[config.mk]
export PLATFORM = sky130hd
export DESIGN_NAME = ifu_fetch_queue_flat
export DESIGN_NICKNAME = d
export VERILOG_FILES = /design/src/rtl/ifu_pkg.sv /design/src/rtl/ifu_fetch_queue_if.sv /design/src/rtl/ifu_static_pred.sv /design/src/rtl/ifu_fetch_queue.sv /design/src/flat_wrapper.sv
export SDC_FILE = /design/constraint.sdc
export NUM_CORES = 1
export LEC_CHECK = 0
export ABC_AREA = 1
export CORE_MARGIN = 1.5
export CORE_UTILIZATION = 50
export DETAILED_ROUTE_END_ITERATION = 8
export PLACE_DENSITY_LB_ADDON = 0.25
export SLEW_MARGIN = 20
export SYNTH_ARGS = -nofsm -noshare
export SYNTH_HDL_FRONTEND = slang
export SYNTH_HIERARCHICAL = 1
export SYNTH_SLANG_ARGS = --single-unit
export TNS_END_PERCENT = 30
[constraint.sdc]
create_clock -name clock -period 10.9 [get_ports clock]
set_input_delay 2.18 -clock clock [delete_from_list [all_inputs] [get_ports clock]]
set_output_delay 2.18 -clock clock [all_outputs]
set_load 0.02 [all_outputs]
[src/rtl/ifu_pkg.sv]
// Shared types and helpers for the instruction fetch unit: queue entry layout,
// opcode constants and immediate decoders used by the static predictor.
package ifu_pkg;

    typedef struct packed {
        logic [31:0] pc;
        logic [31:0] inst;
        logic        pred_taken;
        logic [31:0] pred_npc;
    } fq_entry_t;

    // Branches are identified by opcode[6:2]; JAL by the full 7-bit opcode.
    localparam logic [4:0] OP_BRANCH = 5'b11000;
    localparam logic [6:0] OP_JAL    = 7'b1101111;

    function automatic logic [31:0] imm_b(input logic [31:0] inst);
        return {{20{inst[31]}}, inst[7], inst[30:25], inst[11:8], 1'b0};
    endfunction

    function automatic logic [31:0] imm_j(input logic [31:0] inst);
        return {{12{inst[31]}}, inst[19:12], inst[20], inst[30:21], 1'b0};
    endfunction

endpackage

[src/rtl/ifu_fetch_queue_if.sv]
// ICache request/response and IDU handshake bundle for the fetch queue.
// master = fetch queue side, slave = the cache/decode side that faces it.
interface ifu_fetch_queue_if;
    logic [31:0] cache_addr;
    logic        cache_hit;
    logic [31:0] cache_inst;
    logic        out_ready;
    logic        out_valid;
    logic [31:0] out_pc;
    logic [31:0] out_inst;
    logic        out_pred_taken;
    logic [31:0] out_pred_npc;

    modport master (
        output cache_addr,
        input  cache_hit,
        input  cache_inst,
        input  out_ready,
        output out_valid,
        output out_pc,
        output out_inst,
        output out_pred_taken,
        output out_pred_npc
    );

    modport slave (
        input  cache_addr,
        output cache_hit,
        output cache_inst,
        output out_ready,
        input  out_valid,
        input  out_pc,
        input  out_inst,
        input  out_pred_taken,
        input  out_pred_npc
    );
endinterface

[src/rtl/ifu_static_pred.sv]
// Static next-PC predictor: backward-taken conditional branches, and JAL as
// taken when IFU_JAL_PRED_EN is defined; everything else falls through to pc+4.
module ifu_static_pred
    import ifu_pkg::*;
(
    input  logic [31:0] pc,
    input  logic [31:0] inst,
    output logic        taken,
    output logic [31:0] pnpc
);

    always_comb begin
        taken = 1'b0;
        pnpc  = pc + 32'd4;
        // A set sign bit means a negative offset, i.e. a loop back-edge.
        if (inst[6:2] == OP_BRANCH && inst[31]) begin
            taken = 1'b1;
            pnpc  = pc + imm_b(inst);
        end
`ifdef IFU_JAL_PRED_EN
        if (inst[6:0] == OP_JAL) begin
            taken = 1'b1;
            pnpc  = pc + imm_j(inst);
        end
`endif
    end

endmodule

[src/rtl/ifu_fetch_queue.sv]
// Fetch stage with an FQ_DEPTH-entry queue of {pc, inst, prediction} between
// ICache and decode; handles redirects on hit or with a miss outstanding.
// Optional JAL prediction via IFU_JAL_PRED_EN (see ifu_static_pred).
module ifu_fetch_queue
    import ifu_pkg::*;
#(
    parameter  logic [31:0] RESET_PC = 32'h8000_0000,
    parameter  int          FQ_DEPTH = 4,
    localparam int          PTR_W    = $clog2(FQ_DEPTH)
) (
    input  logic                clock,
    input  logic                reset,
    ifu_fetch_queue_if.master   fq_bus,
    input  logic                flush,
    input  logic [31:0]         flush_pc,
    output logic [PTR_W:0]      fq_count
);

    localparam logic [PTR_W:0] FULL_COUNT = (PTR_W+1)'(FQ_DEPTH);

    logic [31:0]      fetch_pc_reg;
    logic [31:0]      redirect_pc_reg;
    logic             redirect_pending_reg;
    logic [PTR_W-1:0] rd_ptr_reg;
    logic [PTR_W-1:0] wr_ptr_reg;
    logic [PTR_W:0]   count_reg;

    fq_entry_t fq_mem [FQ_DEPTH];
    fq_entry_t head_entry;
    fq_entry_t new_entry;

    logic        pred_taken;
    logic [31:0] pred_npc;
    logic        pop;
    logic        enq;

    ifu_static_pred u_pred (
        .pc    (fetch_pc_reg),
        .inst  (fq_bus.cache_inst),
        .taken (pred_taken),
        .pnpc  (pred_npc)
    );

    assign head_entry = fq_mem[rd_ptr_reg];
    assign new_entry  = '{pc: fetch_pc_reg, inst: fq_bus.cache_inst,
                          pred_taken: pred_taken, pred_npc: pred_npc};

    assign fq_bus.cache_addr     = fetch_pc_reg;
    assign fq_bus.out_valid      = (count_reg != '0) & ~flush;
    assign fq_bus.out_pc         = head_entry.pc;
    assign fq_bus.out_inst       = head_entry.inst;
    assign fq_bus.out_pred_taken = head_entry.pred_taken;
    assign fq_bus.out_pred_npc   = head_entry.pred_npc;
    assign fq_count              = count_reg;

    assign pop = fq_bus.out_valid & fq_bus.out_ready;
    // A full queue still accepts when the head leaves in the same cycle.
    assign enq = fq_bus.cache_hit & ~flush & ~redirect_pending_reg &
                 ((count_reg != FULL_COUNT) | pop);

    always_ff @(posedge clock) begin
        if (enq) begin
            fq_mem[wr_ptr_reg] <= new_entry;
        end
    end

    always_ff @(posedge clock) begin
        if (reset) begin
            fetch_pc_reg         <= RESET_PC;
            redirect_pc_reg      <= '0;
            redirect_pending_reg <= 1'b0;
            rd_ptr_reg           <= '0;
            wr_ptr_reg           <= '0;
            count_reg            <= '0;
        end else if (flush) begin
            rd_ptr_reg <= '0;
            wr_ptr_reg <= '0;
            count_reg  <= '0;
            // Without a hit the cache is still busy with the old address, so
            // the new target has to wait until that response drains.
            if (fq_bus.cache_hit) begin
                fetch_pc_reg         <= flush_pc;
                redirect_pending_reg <= 1'b0;
            end else begin
                redirect_pending_reg <= 1'b1;
                redirect_pc_reg      <= flush_pc;
            end
        end else begin
            if (enq) begin
                wr_ptr_reg   <= wr_ptr_reg + PTR_W'(1);
                fetch_pc_reg <= pred_npc;
            end else if (redirect_pending_reg && fq_bus.cache_hit) begin
                fetch_pc_reg         <= redirect_pc_reg;
                redirect_pending_reg <= 1'b0;
            end
            if (pop) begin
                rd_ptr_reg <= rd_ptr_reg + PTR_W'(1);
            end
            count_reg <= count_reg + (PTR_W+1)'(enq) - (PTR_W+1)'(pop);
        end
    end

endmodule

[src/flat_wrapper.sv]
// flat-port wrapper written by rule: the top's interface ports become plain ports
module ifu_fetch_queue_flat import ifu_pkg::*;
#(
    parameter  logic [31:0] RESET_PC = 32'h8000_0000,
    parameter  int          FQ_DEPTH = 4,
    localparam int          PTR_W    = $clog2(FQ_DEPTH)
)
  (clock, reset, flush, flush_pc, fq_count, fq_bus_cache_addr, fq_bus_cache_hit, fq_bus_cache_inst, fq_bus_out_ready, fq_bus_out_valid, fq_bus_out_pc, fq_bus_out_inst, fq_bus_out_pred_taken, fq_bus_out_pred_npc);
  ifu_fetch_queue_if fq_bus_i ();
  input  logic clock;
  input  logic reset;
  input  logic flush;
  input  logic [31:0] flush_pc;
  output logic [PTR_W:0] fq_count;
  output wire logic [$bits(fq_bus_i.cache_addr)-1:0] fq_bus_cache_addr;
  input wire logic [$bits(fq_bus_i.cache_hit)-1:0] fq_bus_cache_hit;
  input wire logic [$bits(fq_bus_i.cache_inst)-1:0] fq_bus_cache_inst;
  input wire logic [$bits(fq_bus_i.out_ready)-1:0] fq_bus_out_ready;
  output wire logic [$bits(fq_bus_i.out_valid)-1:0] fq_bus_out_valid;
  output wire logic [$bits(fq_bus_i.out_pc)-1:0] fq_bus_out_pc;
  output wire logic [$bits(fq_bus_i.out_inst)-1:0] fq_bus_out_inst;
  output wire logic [$bits(fq_bus_i.out_pred_taken)-1:0] fq_bus_out_pred_taken;
  output wire logic [$bits(fq_bus_i.out_pred_npc)-1:0] fq_bus_out_pred_npc;
  assign fq_bus_cache_addr = fq_bus_i.cache_addr;
  assign fq_bus_i.cache_hit = fq_bus_cache_hit;
  assign fq_bus_i.cache_inst = fq_bus_cache_inst;
  assign fq_bus_i.out_ready = fq_bus_out_ready;
  assign fq_bus_out_valid = fq_bus_i.out_valid;
  assign fq_bus_out_pc = fq_bus_i.out_pc;
  assign fq_bus_out_inst = fq_bus_i.out_inst;
  assign fq_bus_out_pred_taken = fq_bus_i.out_pred_taken;
  assign fq_bus_out_pred_npc = fq_bus_i.out_pred_npc;
  ifu_fetch_queue #(.RESET_PC(RESET_PC), .FQ_DEPTH(FQ_DEPTH)) u_core (.clock(clock), .reset(reset), .fq_bus(fq_bus_i), .flush(flush), .flush_pc(flush_pc), .fq_count(fq_count));
endmodule
==> impl_metrics.py <==
metrics = {
    "synth": {
        "async_reset_ff_share_pct": 0,
        "netlist_area_sq_um": 21400,
        "syn_avg_cell_area_sq_um": 9.69,
        "synthesis.nets": 2315,
        "synth-seq-cells": 462,
        "synthCells": 2207,
        "synthTopCellsByArea": "edfxtp_1, dfxtp_1, nand2_1",
        "yosysWarnings": 6,
        "synth_ff_type": "edfxtp_1",
        "yosysTopAreaCell": "edfxtp_1",
        "synth_commonest_cells": "edfxtp_1, nand2_1, nor2_1",
        "yosysTopAreaCellShare_pct": 54.5,
        "seq_area_frac_synth_pct": 61.4,
        "synth.distinct_cells": 43,
        "synth_edf_count": 388,
    },
    "final_layout": {
        "final_layout_size_suffix_gt1_share_pct": 6.07,
        "n_fill_cell": 3510,
        "largest_reg_flops": 388,
        "regArea_sq_um": 13100,
        "nets": 2497,
        "design_area_sq_um": 25400,
        "area_growth_pct": 18.7,
        "multi_input_area_sq_um": 6910,
    },
    "clock_tree": {
        "clock_sinks": 462,
        "post_cts_resized": 0,
        "cts_hold_buf": 0,
        "cts.path.max_buffers": 3,
        "insertion_delay_ns": 0.57,
        "cts_buffers": 47,
        "cts_tree": "built",
        "htreeDepth": 2,
        "cts_setup_buffers": 0,
        "path_clk_slew_ns": 0.06,
        "root_buffer": "clkbuf_16",
    },
    "floorplanning": {
        "initial_core_util_pct": 50.9,
        "die_area_sq_um": 44000,
        "rows": 75,
        "core-area_sq_um": 42000,
        "die_h_um": 210,
        "die_w_um": 210,
        "ios": 202,
    },
    "setup_path": {
        "crit_type": "reg -> out",
        "r2r_start": "u_core/fq_count[1]$_SDFF_PP0_",
        "critPathRequiredTime_ns": 8.72,
        "worst_ep_arrival_time_ns": 3.99,
        "start_kind": "flip-flop",
        "ff2ff_path_depth": 7,
        "worst-path-max-fanout": 100,
        "reg2reg_slack_ns": 7.43,
        "r2r_end": "u_core/fq_mem[1][33]$_DFFE_PP_",
        "critPathCapture": "fq_bus_out_pred_npc[12]",
        "endpoint_kind": "output port",
    },
    "placement": {
        "dp_hpwl_um": 37000,
        "port_buffers": 201,
        "place.gp.congestion": 0.927,
        "dpl_worst_slack_ns": 4.89,
        "dpl_cell_area_sq_um": 23900,
    },
    "timing": {
        "slew_violations": 0,
        "final-hold-violation-count": 0,
        "setup_slack_ns": 4.73,
        "fmax_mhz": 162,
        "relSlewSlack_pct": 19.2,
        "rsz0062_at_grt": "no",
        "worst_pin_slew_ns": 1.20,
        "whs_ns": 0.454,
        "period_share_pct": 56.6,
        "skew_ns": 0.0116,
        "finalSetupTns_ns": 0,
        "finalSetupViolCount": 0,
        "post-route-min-period_ns": 6.17,
    },
    "worst_hold_path": {
        "hp-class": "reg -> reg",
    },
    "routing": {
        "route.detailed.drc": 0,
        "via_count": 16300,
        "drt_pass1_iterations": 6,
        "postRouteWirelength_um": 57200,
        "ant_nets": 0,
        "wire_per_inst_um": 19.3,
        "viasPerCell": 5.51,
        "drt_iter0_markers": 1506,
    },
    "pwr": {
        "powerDensity_nw_per_um2": 157,
        "leakagePower_nw": 9.98,
        "power_mw": 3.99,
        "ir_drop_v": 0.000105,
    },
    "global_routing": {
        "grtUsageTotal_pct": 25.7,
        "grt_start_max_net_pins": 101,
        "grt_pass1_wl_um": 86400,
        "first_global_vias": 15600,
        "antenna_found_initial": 2,
        "grt_overflow_total": 0,
    },
    "run_status": {
        "outcome": "finished, final reports clean",
    },
    "flow_run": {
        "cap_violations": 0,
    },
}
==> placed cells by master, fill, tap and decap left out, types with 9 or more instances in the layout <==
cell / Yosys / routed
xor2_1: 14 / 14
o21ai_0: 247 / 247
clkinv_2: 0 / 9
nand2_1: 388 / 388
nand3_1: 120 / 120
nand3b_1: 17 / 17
buf_4: 9 / 36
o22ai_1: 98 / 98
ha_1: 37 / 37
clkbuf_16: 0 / 50
clkinv_1: 1 / 11
a21oi_1: 70 / 70
clkdlybuf4s50_1: 0 / 201
edfxtp_1: 388 / 388
inv_1: 226 / 224
nor2_1: 332 / 328
dfxtp_1: 74 / 72
nand4_1: 12 / 12
==> how the worst min path moves through the flow <==
stage,startpoint,endpoint,slack (ns),cells past startpoint
3_5_place_dp,u_core/redirect_pc_reg[26]$_SDFFE_PP0P_,u_core/redirect_pc_reg[26]$_SDFFE_PP0P_,0.44,2
5_1_grt,u_core/redirect_pc_reg[26]$_SDFFE_PP0P_,u_core/redirect_pc_reg[26]$_SDFFE_PP0P_,0.46,2
3_3_place_gp,u_core/redirect_pc_reg[14]$_SDFFE_PP0P_,u_core/redirect_pc_reg[14]$_SDFFE_PP0P_,0.44,2
2_1_floorplan,u_core/redirect_pc_reg[5]$_SDFFE_PP0P_,u_core/redirect_pc_reg[5]$_SDFFE_PP0P_,0.43,2
4_1_cts,u_core/redirect_pc_reg[26]$_SDFFE_PP0P_,u_core/redirect_pc_reg[26]$_SDFFE_PP0P_,0.45,2
6_report,u_core/redirect_pc_reg[13]$_SDFFE_PP0P_,u_core/redirect_pc_reg[13]$_SDFFE_PP0P_,0.45,2
==> per-layer routing <==
layer / global-route usage [%] / wire (um)
met2: 41.1 / 26600
met3: 5.12 / 4360
met5: 0 / 0
met4: 9.01 / 1600
met1: 35.1 / 24700
==> logic make-up after synthesis <==
group                      Yosys count  share of synthesized area, %
adders and majority gates           39                          2.35
AOI/OAI and AO/OA                  433                          11.0
buffers and inverters              339                          6.45
DFF                                462                          61.4
xor gates and xnor gates            22                         0.901
and+or+nand+nor                    912                          17.9
==> critical path, cell delays in order, from the launching register on <==
cell and delay (ns):
dfxtp_4 0.48, inv_4 0.74, buf_4 0.91, o21ai_0 0.21, o22ai_1 0.30, clkdlybuf4s50_1 0.67
==> metrics by stage <==
step | utilization (%) | std cells
2_1_floorplan | - | 2207
3_3_place_gp | 56.8 | 2877
3_5_place_dp | 56.8 | 2878
4_1_cts | 60.3 | 2961
5_1_grt | 60.4 | 2962
6_report | 60.4 | 2963
==> power breakdown <==
part	internal, mW	leakage [nW]	switching [mW]
logic	0.167	5.11	0.293
clock network	0.889	0.722	0.642
registers	1.97	4.15	0.0307
==> area by class of cell <==
type / instances / area share (%)
tap: 539 / 2.66
clock buffer: 59 / 5.14
sequential: 462 / 51.7
multi-input combinational: 1406 / 27.2
inverter: 233 / 3.45
timing repair buffer: 239 / 9.17
antenna: 1 / 0.00985
clock inverter: 24 / 0.645
(Power assumes the default switching activity.)
